[src/rtl/key_pkg.sv]
// Shared encodings for the key front end: per-key mode values,
// channel FSM states and a saturating 16-bit increment.
package key_pkg;

   typedef logic [1:0] kmode_t;

   localparam kmode_t KM_PLAIN     = 2'b00;
   localparam kmode_t KM_SHORTLONG = 2'b01;
   localparam kmode_t KM_REPEAT    = 2'b10;

   typedef enum logic [1:0] {
      ST_IDLE,
      ST_HELD,
      ST_LONG_DONE
   } kstate_e;

   function automatic logic [15:0] sat_inc16(input logic [15:0] v);
      return (v == 16'hFFFF) ? v : v + 16'd1;
   endfunction

endpackage

[src/rtl/key_channel.sv]
// One key: 2-FF synchroniser, tick-based debounce and press/hold FSM.
// Ports: clk, rst (sync, active-low), tick_i, key_i, mode_i; level_o
// plus single-cycle registered pulses press/release/short/long/rpt.
module key_channel
   import key_pkg::*;
#(
   parameter int ACTIVE_HIGH   = 1,
   parameter int DB_TICKS      = 20,
   parameter int LONG_TICKS    = 1000,
   parameter int REPEAT_DELAY  = 500,
   parameter int REPEAT_PERIOD = 100
) (
   input  logic       clk,
   input  logic       rst,
   input  logic       tick_i,
   input  logic       key_i,
   input  logic [1:0] mode_i,
   output logic       level_o,
   output logic       press_o,
   output logic       release_o,
   output logic       short_o,
   output logic       long_o,
   output logic       rpt_o
);

   localparam int DBW = $clog2(DB_TICKS + 1);
   localparam logic [DBW-1:0] DB_LAST = DBW'(DB_TICKS - 1);
   localparam logic [15:0] LONG_C  = 16'(LONG_TICKS);
   localparam logic [15:0] RD_C    = 16'(REPEAT_DELAY);
   localparam logic [15:0] RP_LAST = 16'(REPEAT_PERIOD - 1);
   localparam logic IDLE_LVL = (ACTIVE_HIGH == 0);

   logic [1:0]     sync_q;
   logic           raw;
   logic [DBW-1:0] db_q, db_d;
   logic           level_q, level_d;
   logic           rise, fall;
   kstate_e        state_q, state_d;
   logic [15:0]    hold_q, hold_d, hold_inc;
   logic [15:0]    rep_q, rep_d;
   kmode_t         mode_q, mode_d;
   logic           press_q, press_d;
   logic           rel_q, rel_d;
   logic           short_q, short_d;
   logic           long_q, long_d;
   logic           rpt_q, rpt_d;

   assign raw = sync_q[1] ^ IDLE_LVL;

   // Debounce: level flips on the DB_TICKS-th consecutive differing tick.
   always_comb begin
      db_d    = db_q;
      level_d = level_q;
      if (tick_i) begin
         if (raw != level_q) begin
            if (db_q == DB_LAST) begin
               db_d    = '0;
               level_d = ~level_q;
            end else begin
               db_d = db_q + 1'b1;
            end
         end else begin
            db_d = '0;
         end
      end
   end

   // Edges of the next level, so pulses land with the level change.
   assign rise     = level_d & ~level_q;
   assign fall     = ~level_d & level_q;
   assign hold_inc = sat_inc16(hold_q);

   always_ff @(posedge clk) begin
      if (!rst) begin
         sync_q  <= {2{IDLE_LVL}};
         db_q    <= '0;
         level_q <= 1'b0;
         state_q <= ST_IDLE;
         hold_q  <= '0;
         rep_q   <= '0;
         mode_q  <= KM_PLAIN;
         press_q <= 1'b0;
         rel_q   <= 1'b0;
         short_q <= 1'b0;
         long_q  <= 1'b0;
         rpt_q   <= 1'b0;
      end else begin
         sync_q  <= {sync_q[0], key_i};
         db_q    <= db_d;
         level_q <= level_d;
         state_q <= state_d;
         hold_q  <= hold_d;
         rep_q   <= rep_d;
         mode_q  <= mode_d;
         press_q <= press_d;
         rel_q   <= rel_d;
         short_q <= short_d;
         long_q  <= long_d;
         rpt_q   <= rpt_d;
      end
   end

   always_comb begin
      state_d = state_q;
      unique case (state_q)
         ST_IDLE: if (rise) state_d = ST_HELD;
         ST_HELD: begin
            if (fall)
               state_d = ST_IDLE;
            else if (tick_i && mode_q == KM_SHORTLONG && hold_inc == LONG_C)
               state_d = ST_LONG_DONE;
         end
         ST_LONG_DONE: if (fall) state_d = ST_IDLE;
         default: state_d = ST_IDLE;
      endcase
   end

   always_comb begin
      hold_d  = hold_q;
      rep_d   = rep_q;
      mode_d  = mode_q;
      press_d = 1'b0;
      rel_d   = 1'b0;
      short_d = 1'b0;
      long_d  = 1'b0;
      rpt_d   = 1'b0;
      unique case (state_q)
         ST_IDLE: begin
            if (rise) begin
               press_d = 1'b1;
               hold_d  = '0;
               rep_d   = '0;
               mode_d  = mode_i;
            end
         end
         ST_HELD: begin
            if (fall) begin
               rel_d   = 1'b1;
               short_d = (mode_q == KM_SHORTLONG);
            end else if (tick_i) begin
               hold_d = hold_inc;
               long_d = (mode_q == KM_SHORTLONG) && (hold_inc == LONG_C);
               // rep_q counts ticks since the last repeat pulse.
               if (mode_q == KM_REPEAT) begin
                  if (hold_inc == RD_C) begin
                     rpt_d = 1'b1;
                     rep_d = '0;
                  end else if (hold_inc > RD_C) begin
                     if (rep_q == RP_LAST) begin
                        rpt_d = 1'b1;
                        rep_d = '0;
                     end else begin
                        rep_d = rep_q + 16'd1;
                     end
                  end
               end
            end
         end
         ST_LONG_DONE: begin
            if (fall) rel_d = 1'b1;
         end
         default: ;
      endcase
   end

   assign level_o   = level_q;
   assign press_o   = press_q;
   assign release_o = rel_q;
   assign short_o   = short_q;
   assign long_o    = long_q;
   assign rpt_o     = rpt_q;

endmodule

[src/rtl/key_frontend.sv]
// N_KEYS-channel key conditioner: shared tick prescaler plus one
// key_channel per key. Ports: clk, rst (sync, active-low), key_in, mode;
// outputs level and single-cycle press/release/short/long/rpt pulses.
module key_frontend #(
   parameter int N_KEYS        = 5,
   parameter int ACTIVE_HIGH   = 1,
   parameter int TICK_DIV      = 100000,
   parameter int DB_TICKS      = 20,
   parameter int LONG_TICKS    = 1000,
   parameter int REPEAT_DELAY  = 500,
   parameter int REPEAT_PERIOD = 100
) (
   input  logic                  clk,
   input  logic                  rst,
   input  logic [N_KEYS-1:0]     key_in,
   input  logic [2*N_KEYS-1:0]   mode,
   output logic [N_KEYS-1:0]     level,
   output logic [N_KEYS-1:0]     press_p,
   output logic [N_KEYS-1:0]     release_p,
   output logic [N_KEYS-1:0]     short_p,
   output logic [N_KEYS-1:0]     long_p,
   output logic [N_KEYS-1:0]     rpt_p
);

   localparam int PW = (TICK_DIV > 1) ? $clog2(TICK_DIV) : 1;
   localparam logic [PW-1:0] P_LAST = PW'(TICK_DIV - 1);

   logic [PW-1:0] pre_q, pre_d;
   logic          tick;

   assign tick  = (pre_q == P_LAST);
   assign pre_d = tick ? '0 : pre_q + 1'b1;

   always_ff @(posedge clk) begin
      if (!rst) pre_q <= '0;
      else      pre_q <= pre_d;
   end

   for (genvar i = 0; i < N_KEYS; i++) begin : g_ch
      key_channel #(
         .ACTIVE_HIGH  (ACTIVE_HIGH),
         .DB_TICKS     (DB_TICKS),
         .LONG_TICKS   (LONG_TICKS),
         .REPEAT_DELAY (REPEAT_DELAY),
         .REPEAT_PERIOD(REPEAT_PERIOD)
      ) u_ch (
         .clk      (clk),
         .rst      (rst),
         .tick_i   (tick),
         .key_i    (key_in[i]),
         .mode_i   (mode[2*i+1 -: 2]),
         .level_o  (level[i]),
         .press_o  (press_p[i]),
         .release_o(release_p[i]),
         .short_o  (short_p[i]),
         .long_o   (long_p[i]),
         .rpt_o    (rpt_p[i])
      );
   end

endmodule

[config.mk]
export PLATFORM = sky130hd
export DESIGN_NAME = key_frontend
export DESIGN_NICKNAME = d
export VERILOG_FILES = /design/src/rtl/key_pkg.sv /design/src/rtl/key_channel.sv /design/src/rtl/key_frontend.sv
export SDC_FILE = /design/constraint.sdc
export NUM_CORES = 1
export LEC_CHECK = 0
export ABC_AREA = 1
export BUFFER_PORTS_ARGS = -buffer_cell sky130_fd_sc_hd__buf_2
export CORE_MARGIN = 5
export CORE_UTILIZATION = 60
export DETAILED_ROUTE_END_ITERATION = 8
export PLACE_DENSITY = 0.77
export SLEW_MARGIN = 20
export SYNTH_ARGS = -nofsm -noshare
export SYNTH_HDL_FRONTEND = slang
export SYNTH_HIERARCHICAL = 1
export SYNTH_SLANG_ARGS = --single-unit
[constraint.sdc]
create_clock -name clk -period 3.97 [get_ports clk]
set_input_delay 0.1985 -clock clk [delete_from_list [all_inputs] [get_ports clk]]
set_output_delay 0.1985 -clock clk [all_outputs]
set_load 0.01 [all_outputs]
==> qor.txt, run 1 <==
Worst path max stage delay: 0.46 ns
Remaining Overflow, GRT: 0
Count of antenna-violating nets left after detailed routing: 0
Area fraction of the dominant cell type after synthesis: 31.1%
Number of buffers inserted by post-CTS setup repair: 0
Sequential share of the synthesized area: 31.1%
Initial DRC count: 1197
Insertion delay to the later sink of the worst-skew pair: 0.56 ns
Clock root buffer master: sky130_fd_sc_hd__clkbuf_16
Critical Path RT: 4.43 ns
Shortest clock period the worst path allows after layout: 3.53 ns
Synth Flop Type: sky130_fd_sc_hd__dfxtp_1
Cell type with the highest aggregate area in the netlist: sky130_fd_sc_hd__dfxtp_1
Wire length of the first global-routing pass: 67.8 mm
Count of buffers from port buffering: 46
Filler-free cell count of the finished design: 3098
Number of nets in the finished design: 2745
Asr flop ratio synth: 0%
Part of the cycle the worst path needs: 88.8%
Pin count of the biggest net entering global routing: 63
Post-DP HPWL: 27.7 mm
Clock tree from TritonCTS: done
Setup repair after global routing missed its margin: false
#FFs+latches synth: 262
Number of optimization iterations in the first detailed-route pass: 5
Number of placed I/O pins: 47
Die Outline Area: 31600 µm²
Total Routing Usage GR: 24.5%
Leading cell type by number of instances after synthesis: sky130_fd_sc_hd__nand2_1
Static Leakage: 7.78 nW
Category of the critical setup timing path: reg2reg
CP max stage cell: sky130_fd_sc_hd__nor2_2
Register clock-pin slew on the reported worst setup and hold paths: 0.06 ns
Average detailed-routed wire length per instance: 12.7 µm
Floorplan core area: 27800 µm²
Count of antenna diodes in the layout: 0
Floorplan die width: 178 µm
Cell area after technology mapping: 16900 µm²
Routability cong.: 0.929
Initial antenna violation count: 0
Initial core utilization: 60.7%
Residual DRC count: 0
Via density: 5.35
Worst-path maximum fanout: 21
Number of maximum-capacitance violations: 0
Vias after detailed routing: 16600
Most frequent cells after synthesis: sky130_fd_sc_hd__nand2_1, sky130_fd_sc_hd__nor2_1, sky130_fd_sc_hd__inv_1, sky130_fd_sc_hd__dfxtp_1, sky130_fd_sc_hd__nand3_1
Num Clock Sinks: 262
Critical path capture point type: flip-flop
Number of distinct library cell variants in the gate-level netlist after synthesis: 43
H-tree lvl count: 1
Number of cell rows: 61
Share of final-layout standard cells stronger than drive strength 1: 8.90%
Pins Over Slew Limit: 0
Mapped Cells: 2675
Chip Height: 178 µm
WP data arrival: 3.99 ns
Post-placement cell count: 3028
Number of global-route vias before repair: 15200
Layout overhead on the synthesized area: 9.16%
Post-synthesis average cell area: 6.31 µm²
Skew final: 0.0181 ns
Placed Area: 17200 µm²
Number of hold violations in the final report: 0
Run status: complete, no violations
Final design area excluding fillers: 18400 µm²
Final setup violation count: 0
Areal power density over the cells: 312 nW/µm²
Top post-synthesis cells by area: sky130_fd_sc_hd__dfxtp_1, sky130_fd_sc_hd__nand2_1, sky130_fd_sc_hd__nor2_1
Synthesized net count: 2723
Hold Crit Class: in2reg
Crit path cell chain: ha_1 > nand2_1 > nor2_4 > nand3_2 > nor2_4 > buf_4 > nand2_1 > nor3_2 > a21oi_1 > a21oi_1 > inv_1 > nor2_4 > inv_2 > nor2_2 > o21ai_0 > a21oi_1
Total Routed Length: 39.2 mm
Nature of the critical path startpoint: flip-flop
Maximum vdd ir drop: 340 µV
F_max: 284 MHz
Tightest slew margin relative to the limit: 48.7%
Yosys Warn Count: 6
Number of flops mapped to enable cells by yosys: 0
Total CTS buffers: 30
Clk buf depth: 3
Actual transition at the worst max-transition pin: 0.766 ns
Sum of negative setup slack: 0 ns
per-layer routing:
layer  routed length, µm  track usage (%)  share of wire, %  vias up
li1                    -                -                 -     8637
met1               18000             32.0                46     7502
met2               18700             43.0                48      375
met3                1720             2.85               4.4       65
met4                 774             6.48               2.0        0
met5                   0                0                 0        -
worst paths after layout:
kind,from,end,slack [ns],cells after the start
worst max-delay path,pre_q[0]$_SDFF_PP0_,g_ch[3].u_ch/hold_q[10]$_SDFFE_PN0P_,0.44,16
worst min register to register,g_ch[0].u_ch/sync_q[0]$_SDFF_PN0_,g_ch[0].u_ch/sync_q[1]$_SDFF_PN0_,0.42,2
worst max register to register,pre_q[0]$_SDFF_PP0_,g_ch[3].u_ch/hold_q[10]$_SDFFE_PN0P_,0.44,16
worst min-delay path,rst,g_ch[3].u_ch/sync_q[0]$_SDFF_PN0_,0.07,3
kinds of logic after synthesis:
logic type	Yosys count	share of synthesized area [%]
simple gates	1647	43.9
buf+inv	429	10.7
flops	262	31.1
compound gates	229	8.03
xor+xnor	77	4.00
fa+ha+maj	31	2.30
timing repair:
action	in CTS	in global routing
endpoints found under the setup margin	0	0
hold buffers	15	0
resized for setup	0	0
endpoints found under the hold margin	15	0
worst max-delay path: cells and delay by family (launching register included):
family / cells / cell delay [ns]
buffers and inverters: 3 / 0.55
AND/OR/NAND/NOR: 8 / 1.70
flip-flops: 1 / 0.35
AO/OA/AOI/OAI: 4 / 0.61
adder cells (fa/ha/maj): 1 / 0.21
per-stage QoR:
| stage | utilization, % | total power, mW | setup slack (ns) | hold slack [ns] |
|---|---|---|---|---|
| after floorplan | - | 2.75 | 0.406 | 0.296 |
| after global placement | 61.7 | 2.77 | 0.638 | 0.383 |
| after detailed placement | 61.7 | 2.77 | 0.508 | 0.384 |
| after CTS | 66.3 | 5.83 | 0.441 | 0.0322 |
| after global routing | 66.3 | 5.94 | 0.0613 | 0.0502 |
| final | 66.3 | 5.75 | 0.444 | 0.0698 |
report_power, final:
| group | internal (mW) | leakage, nW | switching [mW] |
|---|---|---|---|
| registers | 2.64 | 2.11 | 0.00399 |
| logic | 0.0281 | 5.13 | 0.0598 |
| clock network | 1.89 | 0.535 | 1.13 |
sequential cells by signal, summed over array words and instances, names as in the netlist:
register	count
g_ch.u_ch/hold_q	80
g_ch.u_ch/rep_q	80
g_ch.u_ch/db_q	25
pre_q	17
g_ch.u_ch/mode_q	10
g_ch.u_ch/state_q	10
g_ch.u_ch/sync_q	10
g_ch.u_ch/level_o	5
g_ch.u_ch/long_o	5
g_ch.u_ch/press_o	5
g_ch.u_ch/release_o	5
g_ch.u_ch/rpt_o	5
g_ch.u_ch/short_o	5
layout by cell type, fill, tap and decap left out, drive strengths merged, types with 5 or more instances in the layout:
| cell | count |
|---|---|
| nor2 | 518 |
| inv | 347 |
| or2 | 5 |
| dfxtp | 262 |
| nand3 | 225 |
| clkbuf | 37 |
| clkinv | 12 |
| bufinv | 6 |
| buf | 53 |
| xnor2 | 7 |
| nand2 | 654 |
| nor4 | 24 |
| nand4 | 87 |
| o21bai | 12 |
| a21oi | 78 |
| a22oi | 35 |
| ha | 31 |
| dlygate4sd3 | 15 |
| nor3b | 6 |
| nor3 | 122 |
| o21ai | 92 |
| xor2 | 70 |
layout make-up:
class / count / area (µm²)
Clock buffer: 37 / 837
Clock inverter: 18 / 273
Fill cell: 2595 / 9370
Inverter: 351 / 1320
Multi-Input combinational cell: 1984 / 9830
Sequential cell: 262 / 5250
Tap cell: 378 / 473
Timing Repair Buffer: 68 / 435
(Power assumes the default switching activity.)
==> run 2: changes to the inputs <==
BUFFER_PORTS_ARGS = -buffer_cell sky130_fd_sc_hd__buf_4   (was -buffer_cell sky130_fd_sc_hd__buf_2)
MAX_ROUTING_LAYER = met4   (was not set)
SYNTH_HIERARCHICAL = not set   (was 1)
==> run 2 against run 1 <==
Effect of this change:
- fmax increased by 12%
- highest routed layer unchanged
- sequential share of layout area grew 0.70 points
- non-clock buffer count down 1
- largest power group unchanged
- largest cell class unchanged
- count of clock-buffer cells in the layout is the same
- register-to-register slack better by 0.38 ns
- combinational power is 130% higher
- clock skew decreased by 0.0065 ns
==> qor.txt, run 2 <==
Number of placed I/O pins: 47 (unchanged)
#FFs+latches synth: 262 (unchanged)
Most frequent standard cell in the layout excluding fill and tap cells: sky130_fd_sc_hd__nand2_1
Count of antenna-violating nets left after detailed routing: 0 (unchanged)
F_max: 318 MHz (+12%)
Category of the critical setup timing path: reg2reg
Insertion delay to the later sink of the worst-skew pair: 0.55 ns (about the same)
Floorplan core area: 27000 µm² (-3.0%)
Nature of the critical path startpoint: flip-flop
Total Routing Usage GR: 25.2% (+0.68 points)
Post-cts sizing count: 0 (unchanged)
Final setup violation count: 0 (unchanged)
Filler-free cell count of the finished design: 2934 (-5.3%)
Floorplan die width: 175 µm (-1.3%)
Total CTS buffers: 30 (unchanged)
Cell type with the highest aggregate area in the netlist: sky130_fd_sc_hd__dfxtp_1
Post-synthesis average cell area: 6.39 µm² (+1.4%)
Initial DRC count: 1176 (-1.8%)
Worst hold slack across all endpoints: 0.272 ns (+0.202 ns)
Count of antenna diodes in the layout: 0 (unchanged)
Initial antenna violation count: 0 (unchanged)
Leading cell type by number of instances after synthesis: sky130_fd_sc_hd__nand2_1
Remaining Overflow, GRT: 0 (unchanged)
Worst slack, placed: 0.850 ns (+0.342 ns)
Residual DRC count: 0 (unchanged)
Placed Area: 16600 µm² (-3.1%)
Number of hold violations in the final report: 0 (unchanged)
WP data arrival: 3.60 ns (-0.39 ns)
Via density: 5.42 (+1.2%)
Final worst-path setup slack: 0.826 ns (+0.382 ns)
Die Outline Area: 30700 µm² (-2.6%)
Chip Height: 175 µm (-1.3%)
Hold Crit Class: in2reg
CTS hold repair buffers: 15 (unchanged)
Pin count of the biggest net entering global routing: 60 (-4.8%)
Clock root buffer master: sky130_fd_sc_hd__clkbuf_16
Count of buffers from port buffering: 46 (unchanged)
Number of distinct library cell variants in the gate-level netlist after synthesis: 55 (+28%)
Number of buffers inserted by post-CTS setup repair: 0 (unchanged)
Number of nets in the finished design: 2617 (-4.7%)
Post-placement cell count: 2863 (-5.4%)
Delay-heaviest family, CP: simple AND/OR/NAND/NOR gates
Critical path capture point type: flip-flop
Vias after detailed routing: 15900 (-4.1%)
Maximum vdd ir drop: 419 µV (+23%)
Largest registers: g_ch.u_ch.hold_q x80, g_ch.u_ch.rep_q x80, g_ch.u_ch.db_q x25
Static Leakage: 7.50 nW (-3.6%)
Synth Flop Type: sky130_fd_sc_hd__dfxtp_1
Tightest slew margin relative to the limit: 32.1% (-17 points)
Setup repair after global routing missed its margin: false
Register clock-pin slew on the reported worst setup and hold paths: 0.06 ns (about the same)
Pins Over Slew Limit: 0 (unchanged)
Shortest clock period the worst path allows after layout: 3.14 ns (-0.382 ns)
Worst path max stage delay: 0.44 ns (-0.02 ns)
Share of final-layout standard cells stronger than drive strength 1: 7.75% (-1.1 points)
Worst-path maximum fanout: 16 (-24%)
Yosys Warn Count: 0 (-6)
Most used cells in the layout excluding fill and tap cells: sky130_fd_sc_hd__nand2_1, sky130_fd_sc_hd__nor2_1, sky130_fd_sc_hd__inv_1
Most frequent cells after synthesis: sky130_fd_sc_hd__nand2_1, sky130_fd_sc_hd__nor2_1, sky130_fd_sc_hd__inv_1, sky130_fd_sc_hd__dfxtp_1, sky130_fd_sc_hd__nand3_1
Number of flops mapped to enable cells by yosys: 0 (unchanged)
Wire length of the first global-routing pass: 66.4 mm (-2.1%)
Average detailed-routed wire length per instance: 13.1 µm (+3.4%)
Sequential share of the synthesized area: 32.0% (+0.89 points)
Final design area excluding fillers: 18000 µm² (-2.4%)
Synthesized net count: 2612 (-4.1%)
Clk buf depth: 3 (unchanged)
Number of maximum-capacitance violations: 0 (unchanged)
Initial core utilization: 60.8% (+0.12 points)
Asr flop ratio synth: 0% (unchanged)
Clock tree from TritonCTS: done
Part of the cycle the worst path needs: 79.2% (-9.6 points)
Actual transition at the worst max-transition pin: 1.01 ns (+0.248 ns)
Number of optimization iterations in the first detailed-route pass: 7 (+2)
Sum of negative setup slack: 0 ns (unchanged)
CP max stage cell: sky130_fd_sc_hd__nand2_1
Critical Path RT: 4.43 ns (about the same)
Crit path cell chain: ha_1 > nand2_1 > clkinv_1 > nand2_2 > inv_2 > nand3_1 > nor2_4 > inv_4 > nor2_2 > nand2_1 > a21oi_1 > nor2_1 > buf_4 > inv_1 > nand2_1 > a22oi_1
Layout overhead on the synthesized area: 9.62%
Most common cell on crit path: sky130_fd_sc_hd__nand2_1
Area fraction of the dominant cell type after synthesis: 32.0% (+0.89 points)
Total Routed Length: 38.4 mm (-2.1%)
H-tree lvl count: 1 (unchanged)
Critical path buffer and inverter count: 5 (+2)
Routability cong.: 0.932 (+0.33%)
Num Clock Sinks: 262 (unchanged)
Mapped Cells: 2564 (-4.1%)
Number of cell rows: 60 (-1.6%)
Areal power density over the cells: 344 nW/µm² (+10%)
Run status: complete, no violations
Top post-synthesis cells by area: sky130_fd_sc_hd__dfxtp_1, sky130_fd_sc_hd__nand2_1, sky130_fd_sc_hd__nor2_1
Number of global-route vias before repair: 14800 (-2.6%)
Post-DP HPWL: 26.9 mm (-3.1%)
Skew final: 0.0116 ns (-0.00646 ns)
Cell area after technology mapping: 16400 µm² (-2.8%)
run 2: worst paths after layout:
path / startpoint / endpoint / slack, ns / depth (start not counted)
min reg2reg: g_ch[2].u_ch.sync_q[0]$_SDFF_PN0_ / g_ch[2].u_ch.sync_q[1]$_SDFF_PN0_ / 0.41 / 2
min: rst / g_ch[0].u_ch.rep_q[2]$_SDFFE_PN0P_ / 0.27 / 4
max reg2reg: pre_q[0]$_SDFF_PP0_ / g_ch[0].u_ch.hold_q[0]$_SDFFE_PN0P_ / 0.83 / 16
max: pre_q[0]$_SDFF_PP0_ / g_ch[0].u_ch.hold_q[0]$_SDFFE_PN0P_ / 0.83 / 16
run 2: cell type report:
class	instances	area, µm²
multi-input combinational	1896	9380
fill	2431	8980
sequential	262	5250
inverter	312	1180
clock buffer	37	848
timing repair buffer	67	541
tap	341	427
clock inverter	19	359
run 2: logic make-up (layout without fill, tap and decap cells):
family	Yosys count	after routing	synth area share, %
AOI/OAI and AO/OA	243	243	8.59
xor gates and xnor gates	90	90	4.81
adders and majority gates	31	31	2.37
buffers and inverters	406	435	10.8
DFF	262	262	32.0
muxes	1	1	0.0611
and+or+nand+nor	1531	1531	41.4
run 2: per-layer routing:
| metal | vias to the layer above | global-route usage [%] | routed length [µm] |
|---|---|---|---|
| met5 | - | - | 0 |
| met1 | 7221 | 32.0 | 17600 |
| met3 | 75 | 3.10 | 1850 |
| li1 | 8217 | - | - |
| met2 | 381 | 43.3 | 18200 |
| met4 | 0 | 5.70 | 792 |
run 2: metrics by stage:
step           power [mW]  utilization, %
2_1_floorplan        2.87               -
3_3_place_gp         2.92            61.7
3_5_place_dp         2.93            61.7
4_1_cts              6.23            66.7
5_1_grt              6.38            66.7
6_report             6.18            66.7
run 2: worst min-delay path, stage by stage:
cell                      delay [ns]
sky130_fd_sc_hd__buf_4          0.13
sky130_fd_sc_hd__buf_4          0.29
sky130_fd_sc_hd__nand2_1        0.13
sky130_fd_sc_hd__nor2_1         0.03
run 2: power breakdown:
part | internal (mW) | switching, mW
Sequential | 2.65 | 0.0208
Combinational | 0.0735 | 0.133
Clock | 2.16 | 1.13
==> run 3: changes to the inputs <==
ABC_AREA = 0   (was 1)
CORE_UTILIZATION = 57   (was 60)
clock period = 2.6 ns   (was 3.97 ns; I/O delays follow)
==> run 3 against run 2 <==
Effect of this change:
- the run now ends with negative setup slack left
- fmax grew 15%
- via count up 8.5%
- core utilization rose by 12 points
- clock skew rose by 0.0043 ns
- wire length rose by 28%
- sequential power increased by 51%
- sequential share of layout area fell by 4.1 points
- register-to-register slack got worse by 0.95 ns
- count of clock-buffer cells in the layout increased by 2
- total power grew 44%
- largest cell class unchanged
==> qor.txt, run 3 <==
Layout overhead on the synthesized area: 35.5%
CP max stage cell: sky130_fd_sc_hd__dfxtp_1
Setup repair after global routing missed its margin: true
Sequential share of the synthesized area: 33.6% (+1.6 points)
Clk buf depth: 3 (unchanged)
Number of global-route vias before repair: 15600 (+5.4%)
Clock root buffer master: sky130_fd_sc_hd__clkbuf_16
Remaining Overflow, GRT: 0 (unchanged)
Number of distinct library cell variants in the gate-level netlist after synthesis: 85 (+55%)
Run status: finished with violations
Internal power: 6.83 mW (+40%)
Average detailed-routed wire length per instance: 18.3 µm (+39%)
Count of buffers from port buffering: 46 (unchanged)
Delay-heaviest family, CP: simple AND/OR/NAND/NOR gates
Switching share of power: 23.0% (+2.2 points)
Pins Over Slew Limit: 0 (unchanged)
Post-DP HPWL: 30.3 mm (+13%)
Hold Crit Class: in2reg
Total CTS buffers: 30 (unchanged)
Tightest slew margin relative to the limit: 38.7% (+6.5 points)
Violations in the final reports: negative setup slack
Most frequent standard cell in the layout excluding fill and tap cells: sky130_fd_sc_hd__buf_4
Total Routing Usage GR: 28.5% (+3.3 points)
Post-placement cell count: 2567 (-10%)
Most used cells in the layout excluding fill and tap cells: sky130_fd_sc_hd__buf_4, sky130_fd_sc_hd__dfxtp_1, sky130_fd_sc_hd__nor2_1
Top post-synthesis cells by area: sky130_fd_sc_hd__dfxtp_1, sky130_fd_sc_hd__a21oi_1, sky130_fd_sc_hd__o21ai_0
Pin count of the biggest net entering global routing: 74 (+23%)
Number of maximum-capacitance violations: 0 (unchanged)
Mapped Cells: 2013 (-21%)
Routability cong.: 0.976 (+4.7%)
Final worst-path setup slack: -0.128 ns (-0.953 ns)
Maximum vdd ir drop: 399 µV (-4.8%)
Yosys Warn Count: 0 (unchanged)
F_max: 367 MHz (+15%)
WP data arrival: 3.18 ns (-0.42 ns)
Number of flops mapped to enable cells by yosys: 0 (unchanged)
Clock tree from TritonCTS: done
Count of antenna-violating nets left after detailed routing: 0 (unchanged)
Floorplan core area: 27000 µm² (unchanged)
Wire length of the first global-routing pass: 74.8 mm (+13%)
Critical path capture point type: flip-flop
Initial antenna violation count: 0 (unchanged)
Total Routed Length: 49.1 mm (+28%)
Nature of the critical path startpoint: flip-flop
Combinational group share of total power: 5.4% (+2.1 points)
Via density: 6.41 (+18%)
Share of final-layout standard cells stronger than drive strength 1: 31.0% (+23 points)
H-tree lvl count: 1 (unchanged)
Part of the cycle the worst path needs: 105% (+26 points)
Floorplan die width: 176 µm (+0.14%)
Critical path buffer and inverter count: 2 (-3)
Chip Height: 176 µm (+0.14%)
Category of the critical setup timing path: reg2reg
Synth Flop Type: sky130_fd_sc_hd__dfxtp_1
Filler-free cell count of the finished design: 2689 (-8.4%)
Area fraction of the dominant cell type after synthesis: 33.6% (+1.6 points)
Insertion delay to the later sink of the worst-skew pair: 0.56 ns (about the same)
Post-route core utilization: 78.5% (+12 points)
Register clock-pin slew on the reported worst setup and hold paths: 0.06 ns (about the same)
Worst path max stage delay: 0.41 ns (-0.03 ns)
Worst-path maximum fanout: 5 (-11)
Filler Cell Count: 1761 (-28%)
Post-synthesis average cell area: 7.76 µm² (+21%)
Synthesized net count: 2061 (-21%)
#FFs+latches synth: 262 (unchanged)
Shortest clock period the worst path allows after layout: 2.73 ns (-0.417 ns)
Number of placed I/O pins: 47 (unchanged)
NetSw: 2.04 mW (+59%)
Number of nets in the finished design: 2373 (-9.3%)
Worst hold slack across all endpoints: 0.0444 ns (-0.228 ns)
Initial DRC count: 1587 (+35%)
Count of antenna diodes in the layout: 0 (unchanged)
Vias after detailed routing: 17200 (+8.5%)
Die Outline Area: 30800 µm² (+0.27%)
Number of hold violations in the final report: 0 (unchanged)
Crit path cell chain: nand4_1 > buf_4 > nor4_2 > mux2i_1 > and3_1 > o2111a_2 > buf_6 > nor3_1 > or3_1 > a22o_1
Part of the total power dissipated in sequential elements: 45.6% (+2.3 points)
Skew final: 0.0159 ns (+0.00433 ns)
Largest registers: g_ch.u_ch.hold_q x80, g_ch.u_ch.rep_q x80, g_ch.u_ch.db_q x25
Total power draw: 8.87 mW (+44%)
Cell area after technology mapping: 15600 µm² (-4.7%)
Actual transition at the worst max-transition pin: 0.920 ns (-0.0943 ns)
Residual DRC count: 0 (unchanged)
Num Clock Sinks: 262 (unchanged)
Worst slack, placed: -0.281 ns (-1.13 ns)
Number of cell rows: 60 (unchanged)
Areal power density over the cells: 419 nW/µm² (+22%)
Number of optimization iterations in the first detailed-route pass: 5 (-2)
Final setup violation count: 31 (+31)
Static Leakage: 8.34 nW (+11%)
Most frequent cells after synthesis: sky130_fd_sc_hd__dfxtp_1, sky130_fd_sc_hd__nor2_1, sky130_fd_sc_hd__nand2_1, sky130_fd_sc_hd__a21oi_1, sky130_fd_sc_hd__o21ai_0
Leading cell type by number of instances after synthesis: sky130_fd_sc_hd__dfxtp_1
Initial core utilization: 58.0% (-2.9 points)
Asr flop ratio synth: 0% (unchanged)
Cell type with the highest aggregate area in the netlist: sky130_fd_sc_hd__dfxtp_1
Critical Path RT: 3.05 ns (-1.38 ns)
Clock share of power: 49.0% (-4.3 points)
==> run 3: worst paths after layout <==
check	startpoint	to	slack (ns)	cells past startpoint
hold reg to reg	g_ch[0].u_ch.sync_q[0]$_SDFF_PN0_	g_ch[0].u_ch.sync_q[1]$_SDFF_PN0_	0.43	1
setup / recovery	g_ch[1].u_ch.hold_q[12]$_SDFFE_PN0P_	g_ch[1].u_ch.rep_q[8]$_SDFFE_PN0P_	-0.13	10
hold / removal	rst	g_ch[4].u_ch.rep_q[12]$_SDFFE_PN0P_	0.04	2
setup reg to reg	g_ch[1].u_ch.hold_q[12]$_SDFFE_PN0P_	g_ch[1].u_ch.rep_q[8]$_SDFFE_PN0P_	-0.13	10
==> run 3: cells by family after synthesis <==
| family | count (synthesis) | synth area share [%] |
|---|---|---|
| simple gates | 930 | 32.1 |
| compound gates | 516 | 21.2 |
| flops | 262 | 33.6 |
| buf+inv | 192 | 5.65 |
| mux | 48 | 3.10 |
| xor+xnor | 34 | 1.91 |
| fa+ha+maj | 31 | 2.48 |
==> run 3: what timing repair did <==
action	4_1_cts	5_1_grt
endpoints found under the setup margin	88	111
pin swaps	21	91
hold buffers	15	0
cloned	1	3
gates resized for setup	69	248
hold endpoints to repair	15	0
setup buffers	22	29
==> run 3: area by class of cell <==
class,count,area (µm²),area share (%)
clock buffer,39,856,4.04
multi-input combinational,1562,10800,51.2
sequential,262,5310,25.1
timing repair buffer,421,3390,16.0
clock inverter,16,168,0.792
tap,341,427,2.02
inverter,48,183,0.863
==> run 3: metal layers <==
layer | track usage, % | part of all wire (%) | up-vias
met5 | - | 0 | -
met4 | 7.73 | 3.7 | 0
met3 | 3.29 | 7.3 | 176
met2 | 48.0 | 48 | 815
met1 | 36.7 | 41 | 8169
li1 | - | - | 8078
==> run 3: power by group through the flow <==
stage / sequential (mW) / combinational, mW / clock (mW)
2_1_floorplan: 4.13 / 0.263 / 0
3_3_place_gp: 4.13 / 0.388 / 0
3_5_place_dp: 4.13 / 0.401 / 0
4_1_cts: 4.04 / 0.427 / 4.38
5_1_grt: 4.04 / 0.516 / 4.58
6_report: 4.04 / 0.478 / 4.35
==> run 3: through the flow <==
step                setup TNS (ns)  cell area, µm²
floorplan                   -0.117           15800
global placement             -4.88           18300
detailed placement          -10.78           18300
CTS                        -0.0268           19900
global route                 -7.81           21200
finish                       -1.84           21200
